===== src/rtl/ping_ranger.sv =====
// PING))) ultrasound ranger: triggers the sensor, times the echo, and
// publishes a saturating cm distance with a one-cycle start strobe.
// Ports: clk, rst_n (async low), enable, ping_in (async pin read),
//        ping_out/ping_oe (pin drive), d[6:0], start, timeout, busy.
module ping_ranger #(
  parameter int unsigned TRIG_CYC    = 250,
  parameter int unsigned HOLDOFF_CYC = 37500,
  parameter int unsigned CYC_PER_CM  = 2900,
  parameter int unsigned TIMEOUT_CYC = 925000,
  parameter int unsigned REST_CYC    = 10000
) (
  input  logic       clk,
  input  logic       rst_n,
  input  logic       enable,
  input  logic       ping_in,
  output logic       ping_out,
  output logic       ping_oe,
  output logic [6:0] d,
  output logic       start,
  output logic       timeout,
  output logic       busy
);

  localparam int CNT_W = 20;
  localparam int SUB_W =
    ($clog2(CYC_PER_CM) < 1) ? 1 : $clog2(CYC_PER_CM);

  localparam logic [CNT_W-1:0] L_TRIG =
    CNT_W'(TRIG_CYC - 1);
  localparam logic [CNT_W-1:0] L_HOLD =
    CNT_W'(HOLDOFF_CYC - 1);
  localparam logic [CNT_W-1:0] L_TOUT =
    CNT_W'(TIMEOUT_CYC - 1);
  localparam logic [CNT_W-1:0] L_REST =
    CNT_W'(REST_CYC - 1);
  localparam logic [SUB_W-1:0] L_SUB =
    SUB_W'(CYC_PER_CM - 1);
  localparam logic [6:0] CM_MAX = 7'd127;

  typedef enum logic [2:0] {
    S_IDLE,
    S_TRIG,
    S_HOLD,
    S_WAIT,
    S_MEAS,
    S_DONE,
    S_TOUT,
    S_REST
  } state_t;

  state_t r_state;
  state_t w_next;

  logic             r_sync1;
  logic             r_sync2;
  logic             w_echo;
  logic [CNT_W-1:0] r_cnt;
  logic [SUB_W-1:0] r_sub;
  logic [6:0]       r_cm;
  logic [6:0]       r_d;
  logic             r_timeout;

  logic [SUB_W-1:0] w_sub_cur;
  logic [6:0]       w_cm_cur;
  logic [SUB_W-1:0] w_sub_nxt;
  logic [6:0]       w_cm_nxt;
  logic             w_count;

  assign w_echo = r_sync2;

  always_ff @(posedge clk or negedge rst_n) begin
    if (!rst_n) begin
      r_sync1 <= 1'b0;
      r_sync2 <= 1'b0;
    end else begin
      r_sync1 <= ping_in;
      r_sync2 <= r_sync1;
    end
  end

  always_comb begin
    w_next = r_state;
    unique case (r_state)
      S_IDLE: if (enable) w_next = S_TRIG;
      S_TRIG: if (r_cnt == L_TRIG) w_next = S_HOLD;
      S_HOLD: if (r_cnt == L_HOLD) w_next = S_WAIT;
      S_WAIT: begin
        if (w_echo) w_next = S_MEAS;
        else if (r_cnt == L_TOUT) w_next = S_TOUT;
      end
      S_MEAS: begin
        if (!w_echo) w_next = S_DONE;
        else if (r_cnt == L_TOUT) w_next = S_TOUT;
      end
      S_DONE: w_next = S_REST;
      S_TOUT: w_next = S_REST;
      S_REST: begin
        if (r_cnt == L_REST)
          w_next = enable ? S_TRIG : S_IDLE;
      end
      default: w_next = S_IDLE;
    endcase
  end

  always_ff @(posedge clk or negedge rst_n) begin
    if (!rst_n) r_state <= S_IDLE;
    else        r_state <= w_next;
  end

  always_ff @(posedge clk or negedge rst_n) begin
    if (!rst_n) begin
      r_cnt <= '0;
    end else if (w_next != r_state) begin
      r_cnt <= '0;
    end else if (r_state != S_IDLE) begin
      r_cnt <= r_cnt + 1'b1;
    end
  end

  // The rising cycle seen in WAIT counts as the first echo-high cycle,
  // so accumulation starts from zero there and continues in MEAS.
  always_comb begin
    w_count   = w_echo &&
                (r_state == S_WAIT || r_state == S_MEAS);
    w_sub_cur = (r_state == S_MEAS) ? r_sub : '0;
    w_cm_cur  = (r_state == S_MEAS) ? r_cm : '0;
    w_sub_nxt = w_sub_cur + 1'b1;
    w_cm_nxt  = w_cm_cur;
    if (w_sub_cur == L_SUB) begin
      w_sub_nxt = '0;
      if (w_cm_cur != CM_MAX) w_cm_nxt = w_cm_cur + 1'b1;
    end
  end

  always_ff @(posedge clk or negedge rst_n) begin
    if (!rst_n) begin
      r_sub <= '0;
      r_cm  <= '0;
    end else if (w_count) begin
      r_sub <= w_sub_nxt;
      r_cm  <= w_cm_nxt;
    end
  end

  // Result is loaded on entry to DONE/TOUT so d is already valid
  // during the start cycle.
  always_ff @(posedge clk or negedge rst_n) begin
    if (!rst_n) begin
      r_d       <= '0;
      r_timeout <= 1'b0;
    end else if (r_state == S_MEAS && w_next == S_DONE) begin
      r_d       <= r_cm;
      r_timeout <= 1'b0;
    end else if (r_state != S_TOUT && w_next == S_TOUT) begin
      r_d       <= CM_MAX;
      r_timeout <= 1'b1;
    end
  end

  always_comb begin
    ping_oe  = 1'b0;
    ping_out = 1'b0;
    start    = 1'b0;
    busy     = (r_state != S_IDLE);
    if (r_state == S_TRIG) begin
      ping_oe  = 1'b1;
      ping_out = 1'b1;
    end
    if (r_state == S_DONE || r_state == S_TOUT)
      start = 1'b1;
  end

  assign d       = r_d;
  assign timeout = r_timeout;

endmodule


===== config.mk =====
export PLATFORM = sky130hd
export DESIGN_NAME = ping_ranger
export DESIGN_NICKNAME = d
export VERILOG_FILES = /design/src/rtl/ping_ranger.sv
export SDC_FILE = /design/constraint.sdc
export NUM_CORES = 1
export LEC_CHECK = 0
export ABC_CLOCK_PERIOD_IN_PS = 3550
export BUFFER_PORTS_ARGS = -buffer_cell sky130_fd_sc_hd__buf_2
export CORE_MARGIN = 2
export CORE_UTILIZATION = 55
export CTS_CLUSTER_SIZE = 16
export DETAILED_ROUTE_END_ITERATION = 10
export PLACE_DENSITY = 0.79
export SYNTH_ARGS = -nofsm -noshare
export SYNTH_HDL_FRONTEND = slang
export SYNTH_SLANG_ARGS = --single-unit

===== constraint.sdc =====
create_clock -name clk -period 3.55 [get_ports clk]
set_input_delay 0.355 -clock clk [delete_from_list [all_inputs] [get_ports clk]]
set_output_delay 0.355 -clock clk [all_outputs]
set_load 0.03 [all_outputs]

== Yosys cells after proc, flatten, opt, wreduce, memory -nomap -nowiden ==
Cells that the tools add are included.
Word-level totals
  register bits: 52
Operators by class
  add/sub/neg operators: 3
  equality and inequality tests: 17
  multiplexer cells: 22
  reduce and logical (&&, ||, !) cells: 10
Operators by type and width (count)
  2-to-1 mux 20 bit: 2
  2-to-1 mux 7 bit: 5
  2-to-1 mux 12 bit: 2
  2-to-1 mux 3 bit: 7
  case mux 3 bit (7 select lines): 1
  adder 20 x 1 -> 20 bit, second input constant: 1
  equality test 20 x 14 -> 1 bit, second input constant: 1
  equality test 20 x 16 -> 1 bit, second input constant: 1
  equality test 20 bit, second input constant: 1
  equality test 20 x 8 -> 1 bit, second input constant: 1
  equality test 3 bit, second input constant: 6
  adder 12 x 1 -> 12 bit, second input constant: 1
  equality test 12 bit, second input constant: 1
  adder 7 x 1 -> 7 bit, second input constant: 1
  != test 7 bit, second input constant: 1
  equality test 3 x 2 -> 1 bit, second input constant: 2
  2-to-1 mux 1 bit: 5
  nonzero test 2 bit: 2
  equality test 3 x 1 -> 1 bit, second input constant: 1
  logical AND 1 bit: 3
  logical NOT 3 bit: 1
  != test 3 bit: 1
  != test 3 bit, second input constant: 1
  nonzero test 3 bit: 1
  2 further kinds: 3

== Depth between registers and ports, before layout ==
Gate-level depths: netlist of the first run.
  word-level depth: 8
  depth in mapped cells: 12
  depth with buffers taken out: 9

== Least setup slack after synthesis of the first run ==
Ideal clock, no wire load.
  kind: register to register
  start point: register r_state[0]
  end point: register r_cm[4]
  data arrival time: 3.255 ns
  required time: 3.470 ns
  path slack: 0.215 ns
  cell stages (with the launch flop): 13
  buffers on the path: 3
  period minus slack after synthesis: 3.335 ns
  path through: dfrtp_1 nor3b_1 clkbuf_1 clkbuf_1 and2_1 ha_1 or4bb_1 or4_1 clkbuf_1 nor2_2 nand3_1 nor3_1 xnor2_1
On the way
  longest elaborated chain between the ends: 5
  elaborated cells on any way between the ends: 11
  classes of those cells: 1 x add/sub; 4 x eq/ne; 4 x mux; 2 x reduce/logical
Ends and longest elaborated chain
  from (decl): line 51  | state_t r_state;
  from (signal assigned): line 107  | else r_state <= w_next;
  equality test 3 bit: line 124, 125, 126
  2-to-1 mux 7 bit: line 126  | w_cm_cur = (r_state == S_MEAS) ? r_cm : '0;
  adder 7 x 1 -> 7 bit or != test 7 bit (tied branches): line 131  | if (w_cm_cur != CM_MAX) w_cm_nxt = w_cm_cur + 1'b1;
  2-to-1 mux 7 bit: line 131
  2-to-1 mux 7 bit: line 129  | if (w_sub_cur == L_SUB) begin
  to (signal assigned): line 141  | r_cm <= w_cm_nxt;
  to (decl): line 59  | logic [6:0] r_cm;
Several ways; a longest one is shown, not always the timed one.
A chain may end at the register's enable or synchronous reset.

== Worst setup path after layout of the first run ==
  start point: register r_state[1]
  end point: register r_cm[4]
The elaborated chain is that of the path after synthesis.

==> results_dict.tcl, run 1 <==
set metrics [dict create \
    synthMostInstantiatedCell "sky130_fd_sc_hd__dfrtp_1" \
    post-cts-setup-buffer-count 0 \
    postCtsResizedCells 0 \
    syn_to_final_growth_pct 7.951 \
    timing.critical_path.buf_inv 0 \
    antenna_found_initial 0 \
    num_antenna_cells 0 \
    post-synth-top-area-fraction_pct 43.75 \
    postRouteAntennaNets 0 \
    critical_path_peak_fanout 13 \
    post_synth_main_area_contributors "sky130_fd_sc_hd__dfrtp_1 (44%), sky130_fd_sc_hd__nor3_1 (4.7%), sky130_fd_sc_hd__nand2_1 (4.4%)" \
    most_utilized_layer_in_the_global_route_result "met2" \
    clock_path_buffers 2 \
    post_synth_xor_xnor_area_pct 7.362 \
    row_count 26 \
    setup.worst_path.end_class "flip-flop" \
    critical_path.top_delay_family "simple AND/OR/NAND/NOR gates" \
    cts_sinks 52 \
    category_of_the_most_critical_setup_path "flip-flop to flip-flop" \
    pin_count_of_the_biggest_net_entering_global_routing 34 \
    placement.io_buffers 15 \
    routed-via-count 2524 \
    final-max-slew-violation-count 0 \
    fp.coreArea_sq_um 5172 \
    start_util_pct 57.50 \
    viasPerCell 6.053 \
    layout-drive-gt1-share_pct 10.37 \
    grt_pass1_wl_um 11190 \
    grt_use_met1_pct 33.71 \
    grt_setup_unrepaired "no" \
    synth.yosys.seq_area_share_pct 43.75 \
    clk-insertion-delay-late_ns 0.31 \
    r2r_slack_ns 0.26 \
    fin_ws_ns 0.2635 \
    share_of_the_synthesized_area_in_compound_gates_ao_oa_aoi_oai_pct 11.82 \
    floorplan.die_area_sq_um 6012 \
    die_height_um 77.54 \
    grt_pass1_vias 2359 \
    worst_path_largest_cell_delay_ns 0.52 \
    yosys_register_bits 52 \
    p_per_area_nw_per_um2 599.1 \
    area_of_the_mapped_netlist_sq_um 2974 \
    grt_remaining_overflow 0 \
    synth_warnings 0 \
    ctsRootBufferMaster "sky130_fd_sc_hd__clkbuf_8" \
    synth.area.mux_share_pct 0.5048 \
    postSynthNetCount 340 \
    ir_drop_mv 0.3171 \
    iter_0_drt_violations 207 \
    power_leakage_nw 1.266 \
    critical_path_required_ns 3.79 \
    floorplan.io_pins 16 \
    drv_cap 0 \
    nets 354 \
    number_of_hold_violations_in_the_final_report 0 \
    setup-tns-final_ns 0 \
    routedWlPerCell_um 15.29 \
    max-slew-margin-rel_pct 46.98 \
    place_hpwl_um 4585 \
    cts-hold-fix-buffers 1 \
    post_synth_most_frequent_cells "sky130_fd_sc_hd__dfrtp_1 (52), sky130_fd_sc_hd__nand2_1 (35), sky130_fd_sc_hd__nor2_1 (35)" \
    skew_ns 0.01115 \
    synth_area_leader_cell "sky130_fd_sc_hd__dfrtp_1" \
    synth-edff-count 0 \
    critical_path_arrival_ns 3.52 \
    drcViolationCount 0 \
    ys_dominant_reg_cell "sky130_fd_sc_hd__dfrtp_1" \
    synth_adder_area_share_pct 1.683 \
    fin_crit_ns 3.287 \
    detail_route.first_pass.iterations 4 \
    slowest_stage "sky130_fd_sc_hd__dfrtp_1" \
    post-place-ws_ns 0.3188 \
    totalWireLength_um 6378 \
    global_route.usage.total_pct 22.84 \
    status "finished clean" \
    placedCellCount 408 \
    use_met2_pct 34.52 \
    grtUsageMet3_pct 4.302 \
    synthesis.instances 332 \
    gpl.final_weighted_congestion 0.8789 \
    layout.cells.non_filler 417 \
    cp_cell_sequence "nor3b_2 -> and2_1 -> ha_1 -> or4bb_1 -> or4_1 -> nor2_2 -> nand3_1 -> nor3_1 -> xnor2_1" \
    synth-simple-area-share_pct 31.47 \
    timing.final.setup_violations 0 \
    startpoint_type_of_the_worst_setup_path "flip-flop" \
    clk_transition_reported_paths_ns 0.10 \
    clock_tree.htree_level_count 2 \
    synth_async_sr_flop_share_pct 100.0 \
    worst_pin_slew_ns 0.7953 \
    worst_hold_path_type "input port to flip-flop" \
    power_mw 1.924 \
    tritoncts_clock_tree "yes" \
    numCtsBuffers 5 \
    die_w_um 77.54 \
    hold-worst-slack_ns 0.1557 \
    main_combinational_cell_family_by_area_after_synthesis "simple AND/OR/NAND/NOR gates" \
    syn_area_per_cell_sq_um 8.958 \
    ys_types 54 \
    period_share_pct 92.58 \
    max_clock_freq_mhz 304.3 \
]
through the flow:
stage | util (%) | instance area (sq um)
after floorplan | - | 2974
final | 62.07 | 3211
after global routing | 62.07 | 3211
after CTS | 62.07 | 3211
after detailed placement | 60.23 | 3115
after global placement | 60.23 | 3115
layout make-up:
class | count | area [sq um]
fill | 441 | 1962
multi-input combinational | 257 | 1577
sequential | 52 | 1301
timing repair buffer | 22 | 130.1
tap | 70 | 87.58
clock buffer | 7 | 76.32
inverter | 8 | 30.03
clock inverter | 1 | 8.758
cell usage in the layout, fill, tap and decap left out, types with 3 or more instances in the layout:
cell type | Yosys | layout
sky130_fd_sc_hd__a21oi_1 | 12 | 12
sky130_fd_sc_hd__and2_1 | 4 | 4
sky130_fd_sc_hd__and3_1 | 5 | 5
sky130_fd_sc_hd__and4_1 | 4 | 4
sky130_fd_sc_hd__buf_2 | 3 | 15
sky130_fd_sc_hd__buf_4 | 1 | 6
sky130_fd_sc_hd__clkbuf_8 | 0 | 5
sky130_fd_sc_hd__dfrtp_1 | 52 | 52
sky130_fd_sc_hd__ha_1 | 4 | 4
sky130_fd_sc_hd__inv_1 | 7 | 7
sky130_fd_sc_hd__nand2_1 | 35 | 35
sky130_fd_sc_hd__nand2b_1 | 5 | 5
sky130_fd_sc_hd__nand3_1 | 20 | 20
sky130_fd_sc_hd__nand4_1 | 11 | 11
sky130_fd_sc_hd__nor2_1 | 35 | 35
sky130_fd_sc_hd__nor2b_1 | 4 | 4
sky130_fd_sc_hd__nor3_1 | 28 | 28
sky130_fd_sc_hd__nor4b_1 | 4 | 4
sky130_fd_sc_hd__o21ai_0 | 19 | 18
sky130_fd_sc_hd__o31ai_1 | 5 | 5
sky130_fd_sc_hd__or4bb_1 | 3 | 3
sky130_fd_sc_hd__xnor2_1 | 10 | 10
sky130_fd_sc_hd__xor2_1 | 15 | 15
logic make-up (layout without fill, tap and decap cells):
group	Yosys count	count (layout)
buffers and inverters	23	38
adder cells (fa/ha/maj)	4	4
multiplexers	1	1
flip-flops	52	52
XOR/XNOR	25	25
AND/OR/NAND/NOR	175	175
AO/OA/AOI/OAI	52	52
per-layer routing:
layer | vias up | part of all wire [%]
li1 | 1225 | -
met1 | 1213 | 49
met2 | 77 | 45
met3 | 9 | 5.6
met4 | 0 | 1.2
met5 | - | 0
report_power, final:
group	internal (mW)	switching [mW]
logic	0.278	0.583
registers	0.664	0.0632
clock network	0.141	0.194
final timing paths:
path,from,to,depth (start not counted)
min in group asynchronous,rst_n,r_sub[6]$_DFFE_PN0P_,2
max,r_state[1]$_DFF_PN0_,r_cm[4]$_DFFE_PN0P_,9
max in group asynchronous,rst_n,r_cnt[10]$_DFFE_PN0P_,3
min,ping_in,r_sync1$_DFF_PN0_,1
max reg2reg,r_state[1]$_DFF_PN0_,r_cm[4]$_DFFE_PN0P_,9
min reg2reg,r_sync1$_DFF_PN0_,r_sync2$_DFF_PN0_,0
worst reg2reg max path: stages (launching register included):
cell	delay (ns)
sky130_fd_sc_hd__dfrtp_1	0.52
sky130_fd_sc_hd__nor3b_2	0.33
sky130_fd_sc_hd__and2_1	0.20
sky130_fd_sc_hd__ha_1	0.21
sky130_fd_sc_hd__or4bb_1	0.48
sky130_fd_sc_hd__or4_1	0.52
sky130_fd_sc_hd__nor2_2	0.25
sky130_fd_sc_hd__nand3_1	0.25
sky130_fd_sc_hd__nor3_1	0.29
sky130_fd_sc_hd__xnor2_1	0.15
flip-flops by register name (all words and copies together) (netlist names):
register and flops:
r_sync2 1, r_sync1 1, r_cnt 20, r_state 3
timeout 1, r_cm 7, d 7, r_sub 12
Note: power is estimated with default switching activity, not from simulation.
==> run 2, diff against run 1 <==
Settings changed: ABC_CLOCK_PERIOD_IN_PS 3550 to 3150, PLACE_DENSITY 0.79 to 0.76, REMOVE_ABC_BUFFERS from default to 1.
Clock period 3.55 ns to 3.15 ns, I/O delays scaled along.
==> run 2 against run 1 <==
Compared with the run above: register-to-register slack lost 0.07 ns; total power grew 15%; largest power group unchanged; critical endpoint is now r_cm[5]$_DFFE_PN0P_; critical path type unchanged; die area is the same; cell count grew 0.96%; worst hold slack lost 0.039 ns; largest cell class unchanged; sequential power grew 10%; critical path depth is the same; sequential share of layout area shrank 0.47 points; first-iteration DRC count shrank 17%; global-route usage shrank 0.76 points; final area grew 1.2%; clock skew shrank 0.0011 ns.
==> results_dict.tcl, run 2 (synthesized netlist as in run 1, its figures left out) <==
set metrics [dict create \
    slowest_stage "sky130_fd_sc_hd__or4_1" \
    fin_crit_ns 2.956 \
    tritoncts_clock_tree "yes" \
    numCtsBuffers 5 \
    fin_ws_ns 0.1936 \
    timing.critical_path.buf_inv 0 \
    cts_sinks 52 \
    fp.coreArea_sq_um 5172 \
    postCtsResizedCells 0 \
    die_height_um 77.54 \
    setup.worst_path.end_class "flip-flop" \
    worst_pin_slew_ns 0.9209 \
    antenna_found_initial 0 \
    iter_0_drt_violations 171 \
    critical_path_origin "r_state[0]$_DFF_PN0_" \
    row_count 26 \
    die_w_um 77.54 \
    placement.io_buffers 15 \
    clk_transition_reported_paths_ns 0.10 \
    max_clock_freq_mhz 338.2 \
    regToRegStartpoint "r_state[0]$_DFF_PN0_" \
    critical_path.top_delay_family "simple AND/OR/NAND/NOR gates" \
    place_hpwl_um 4421 \
    drcViolationCount 0 \
    clock_tree.htree_level_count 2 \
    postRouteAntennaNets 0 \
    clock_path_buffers 2 \
    layout.cells.most_common "sky130_fd_sc_hd__dfrtp_1" \
    hp-start "ping_in" \
    pin_count_of_the_biggest_net_entering_global_routing 44 \
    viasPerCell 5.924 \
    ctsRootBufferMaster "sky130_fd_sc_hd__clkbuf_8" \
    post-place-ws_ns 0.1459 \
    grt_remaining_overflow 0 \
    grt_pass1_vias 2327 \
    critical_path_required_ns 3.38 \
    p_per_area_nw_per_um2 681.4 \
    drv_cap 0 \
    routedWlPerCell_um 14.72 \
    gpl.final_weighted_congestion 0.9118 \
    totalWireLength_um 6197 \
    worst_hold_path_type "input port to flip-flop" \
    period_share_pct 93.85 \
    skew_ns 0.01004 \
    detail_route.first_pass.iterations 4 \
    floorplan.io_pins 16 \
    status "finished clean" \
    clk-insertion-delay-late_ns 0.31 \
    final-max-slew-violation-count 0 \
    critical_path_arrival_ns 3.19 \
    grt_setup_unrepaired "no" \
    cp_cell_sequence "nor3b_2 -> and2_1 -> ha_1 -> or4bb_1 -> or4_1 -> nor2_2 -> nand3_2 -> nor3_1 -> xnor2_1" \
    top_library_cells_by_usage_in_the_layout_fill_and_taps_aside "sky130_fd_sc_hd__dfrtp_1 (52), sky130_fd_sc_hd__nor2_1 (35), sky130_fd_sc_hd__nand2_1 (35), sky130_fd_sc_hd__nor3_1 (28), sky130_fd_sc_hd__nand3_1 (19)" \
    worst_path_largest_cell_delay_ns 0.52 \
    startpoint_type_of_the_worst_setup_path "flip-flop" \
    largest-register "r_cnt" \
    grt_pass1_wl_um 10920 \
    power_mw 2.213 \
    layout-drive-gt1-share_pct 12.54 \
    floorplan.die_area_sq_um 6012 \
    routed-via-count 2494 \
    syn_to_final_growth_pct 9.213 \
    setup-tns-final_ns 0 \
    nets 358 \
    num_antenna_cells 0 \
    number_of_hold_violations_in_the_final_report 0 \
    timing.final.setup_violations 0 \
    critical_path_peak_fanout 6 \
    category_of_the_most_critical_setup_path "flip-flop to flip-flop" \
    cts-hold-fix-buffers 0 \
    post-cts-setup-buffer-count 0 \
    ir_drop_mv 0.5069 \
    power_leakage_nw 1.289 \
    largest_register_ffs 20 \
    reg.largest.list "r_cnt x20, r_sub x12" \
    max-slew-margin-rel_pct 38.61 \
    start_util_pct 57.50 \
    global_route.usage.total_pct 22.08 \
]
-- run 2: cell types whose count changed in the layout (fill, tap and decap cells not counted), sizes merged --
cell | previous run | this run
dlygate4sd3 | 1 | 0
clkinvlp | 0 | 1
inv | 7 | 8
clkbuf | 7 | 5
buf | 21 | 26
-- run 2: worst paths after layout --
kind                                         end  depth (start not counted)  slack (ns)
max                          r_cm[5]$_DFFE_PN0P_                          9        0.19
min                            r_sync1$_DFF_PN0_                          1        0.12
max reg2reg                  r_cm[5]$_DFFE_PN0P_                          9        0.19
min reg2reg                    r_sync2$_DFF_PN0_                          0        0.35
max in group asynchronous  r_cnt[12]$_DFFE_PN0P_                          2        2.32
min in group asynchronous  r_sub[10]$_DFFE_PN0P_                          1        0.14
-- run 2: stage by stage --
stage | cells | util (%) | hold WS, ns | area, sq um
finish | 421 | 62.80 | 0.1169 | 3248
global route | 421 | 62.80 | 0.09245 | 3248
CTS | 421 | 62.70 | 0.1023 | 3243
detailed placement | 413 | 60.96 | 0.3356 | 3153
global placement | 413 | 60.96 | 0.3339 | 3153
floorplan | 317 | - | 0.01941 | 2903
-- run 2: power breakdown --
group	leakage, nW	total, mW	internal, mW	switching [mW]
logic	0.565	1.03	0.350	0.680
clock network	0.0445	0.383	0.158	0.225
registers	0.680	0.801	0.748	0.0530
total	1.29	2.21	1.26	0.958
-- run 2: layout make-up --
cell class                      count  area (sq um)
Clock buffer                        5         68.82
Clock inverter                      3         21.27
Fill cell                         451          1924
Inverter                            8         30.03
Multi-Input combinational cell    257          1582
Sequential cell                    52          1301
Tap cell                           70         87.58
Timing Repair Buffer               26         157.7
-- run 2: routing by layer --
metal  vias to the layer above  global-route usage [%]  share of wire (%)  routed length (um)
li1                       1221                       -                  -                   -
met1                      1188                   30.52                 47                2934
met2                        73                   35.91                 47                2922
met3                        12                   3.953                4.1                 253
met4                         0                   6.071                1.4                  87
met5                         -                       0                  0                   0
==> run 3, diff against run 2 <==
Settings changed: ABC_AREA from default to 1, CORE_MARGIN 2 to default.
==> run 3 against run 2 <==
Compared with the run above: count of clock-buffer cells in the layout unchanged; final area increased by 7.1%; via count increased by 6.4%; worst setup slack better by 0.57 ns; die area increased by 2.5%; flip-flop and latch count unchanged.
==> results_dict.tcl, run 3 <==
set metrics [dict create \
    placedCellCount 511 \
    category_of_the_most_critical_setup_path "flip-flop to flip-flop" \
    worst_path_largest_cell_delay_ns 0.48 \
    critical_path_required_ns 3.36 \
    antenna_found_initial 0 \
    start_util_pct 57.76 \
    setup-tns-final_ns 0 \
    iter_0_drt_violations 192 \
    totalWireLength_um 6415 \
    hold-worst-slack_ns 0.1127 \
    post-cts-setup-buffer-count 0 \
    placement.io_buffers 15 \
    cts-hold-fix-buffers 0 \
    synth_area_leader_cell "sky130_fd_sc_hd__dfrtp_1" \
    layout-drive-gt1-share_pct 18.61 \
    postCtsResizedCells 0 \
    gpl.final_weighted_congestion 0.8830 \
    routed-via-count 2654 \
    post-synth-top-area-fraction_pct 40.42 \
    timing.final.setup_violations 0 \
    wl_met1_um 3244 \
    largest_register_ffs 20 \
    met2WireLength_um 2834 \
    routedWlPerCell_um 12.38 \
    synth.yosys.seq_area_share_pct 40.42 \
    post_synth_most_frequent_cells "sky130_fd_sc_hd__nand2_1 (101), sky130_fd_sc_hd__nor2_1 (56), sky130_fd_sc_hd__dfrtp_1 (52)" \
    reg.largest.list "r_cnt x20, r_sub x12" \
    synthMostInstantiatedCell "sky130_fd_sc_hd__nand2_1" \
    tritoncts_clock_tree "yes" \
    skew_ns 0.009443 \
    largest-register "r_cnt" \
    ctsRootBufferMaster "sky130_fd_sc_hd__clkbuf_8" \
    post_synth_main_area_contributors "sky130_fd_sc_hd__dfrtp_1 (40%), sky130_fd_sc_hd__nand2_1 (12%), sky130_fd_sc_hd__nor2_1 (6.5%)" \
    met3RoutedLength_um 278 \
    clock_path_buffers 2 \
    synth_warnings 0 \
    grt_remaining_overflow 0 \
    max_clock_freq_mhz 419.3 \
    synth-edff-count 0 \
    grt_pass1_wl_um 11430 \
    syn_to_final_growth_pct 8.084 \
    max-slew-margin-rel_pct 39.99 \
    num_antenna_cells 0 \
    die_height_um 78.51 \
    postRouteAntennaNets 0 \
    setup.worst_path.end_class "flip-flop" \
    slowest_stage "sky130_fd_sc_hd__dfrtp_1" \
    fp.coreArea_sq_um 5574 \
    viasPerCell 5.124 \
    grt_pass1_vias 2449 \
    numCtsBuffers 5 \
    power_leakage_nw 1.646 \
    post-place-ws_ns 0.7989 \
    nets 454 \
    cp_cell_sequence "nor2_4 -> nand2_4 -> clkinv_2 -> nand2_2 -> inv_1 -> ha_1 -> nand3_1 -> nor2_1 -> nand4_1 -> nor2_1 -> inv_2 -> nor2_4 -> nand2_1 -> xnor2_1 -> inv_1" \
    worst_pin_slew_ns 0.9001 \
    critical_path_peak_fanout 15 \
    synth_async_sr_flop_share_pct 100.0 \
    drcViolationCount 0 \
    clk_transition_reported_paths_ns 0.09 \
    fin_ws_ns 0.7653 \
    floorplan.io_pins 16 \
    cts_sinks 52 \
    place_hpwl_um 4818 \
    synthesis.instances 428 \
    global_route.usage.total_pct 23.59 \
    drv_cap 0 \
    worst_hold_path_type "input port to flip-flop" \
    period_share_pct 75.70 \
    clock_tree.htree_level_count 2 \
    ir_drop_mv 0.2476 \
    row_count 27 \
    layout.cells.non_filler 518 \
    top_layer_used "met4" \
    pin_count_of_the_biggest_net_entering_global_routing 42 \
    detail_route.first_pass.iterations 4 \
    yosys_register_bits 52 \
    power_mw 1.213 \
    p_per_area_nw_per_um2 348.6 \
    startpoint_type_of_the_worst_setup_path "flip-flop" \
    status "finished clean" \
    grt_setup_unrepaired "no" \
    ys_dominant_reg_cell "sky130_fd_sc_hd__dfrtp_1" \
    top_library_cells_by_usage_in_the_layout_fill_and_taps_aside "sky130_fd_sc_hd__nand2_1 (101), sky130_fd_sc_hd__nor2_1 (56), sky130_fd_sc_hd__dfrtp_1 (52), sky130_fd_sc_hd__inv_1 (49), sky130_fd_sc_hd__nand3_1 (32)" \
    number_of_hold_violations_in_the_final_report 0 \
    floorplan.die_area_sq_um 6163 \
    area_of_the_mapped_netlist_sq_um 3219 \
    clk-insertion-delay-late_ns 0.31 \
    layout.cells.most_common "sky130_fd_sc_hd__nand2_1" \
    syn_area_per_cell_sq_um 7.522 \
    critical_path_arrival_ns 2.59 \
    ys_types 35 \
    fin_crit_ns 2.385 \
    final-max-slew-violation-count 0 \
    die_w_um 78.51 \
]
## run 3: cell types whose count changed in the layout (fill, tap and decap cells not counted), sizes merged, moves of 9 or more
| cell | before | now |
|---|---|---|
| a21oi | 12 | 3 |
| nand3 | 20 | 33 |
| nand2 | 35 | 114 |
| nor2 | 36 | 86 |
| inv | 8 | 56 |
| buf | 26 | 17 |
| nor3 | 28 | 12 |
## run 3: worst max-delay path: cells and delay by family, from the launching register on
kind | cells | cell delay, ns
fa+ha+maj | 1 | 0.22
buf+inv | 4 | 0.33
xor+xnor | 1 | 0.14
simple gates | 9 | 1.11
flops | 1 | 0.48
## run 3: metrics by stage
stage | utilization (%) | cell area [sq um]
2_1_floorplan | - | 3171
3_3_place_gp | 60.11 | 3351
3_5_place_dp | 60.11 | 3351
4_1_cts | 62.42 | 3480
5_1_grt | 62.42 | 3480
6_report | 62.42 | 3480
## run 3: area by class of cell
cell class / count / area (sq um)
multi-input cells: 313 / 1652
fillers: 492 / 2095
clock buffers: 5 / 68.82
repair buffers: 17 / 90.09
clock inverters: 2 / 60.06
inverters: 57 / 217.7
well taps: 72 / 90.09
flip-flops and latches: 52 / 1301
## run 3: per-layer routing
layer	vias to the layer above	GRT usage, %
met2	63	36.96
met4	0	6.296
li1	1373	-
met3	7	3.837
met5	-	0
met1	1211	33.68
## run 3: worst paths after layout
check	startpoint	endpoint	slack [ns]	cells past startpoint
max	r_state[1]$_DFF_PN0_	r_cm[4]$_DFFE_PN0P_	0.77	15
min	ping_in	r_sync1$_DFF_PN0_	0.11	1
max reg2reg	r_state[1]$_DFF_PN0_	r_cm[4]$_DFFE_PN0P_	0.77	15
min reg2reg	r_sync1$_DFF_PN0_	r_sync2$_DFF_PN0_	0.39	0
max in group asynchronous	rst_n	r_cnt[11]$_DFFE_PN0P_	2.32	2
min in group asynchronous	rst_n	r_cnt[16]$_DFFE_PN0P_	0.13	1
## run 3: logic make-up (layout without fill, tap and decap cells)
group | after synthesis | count (layout) | synth area share, %
AO/OA/AOI/OAI | 22 | 22 | 3.848
XOR/XNOR | 24 | 24 | 6.529
adder cells (fa/ha/maj) | 4 | 4 | 1.555
buffers and inverters | 63 | 81 | 8.278
flip-flops | 52 | 52 | 40.42
AND/OR/NAND/NOR | 263 | 263 | 39.37
## run 3: power breakdown
group | internal (mW) | switching [mW] | total [mW]
combinational | 0.00252 | 0.0141 | 0.0166
sequential | 0.668 | 0.00101 | 0.669
clock | 0.313 | 0.215 | 0.527
total | 0.983 | 0.230 | 1.21
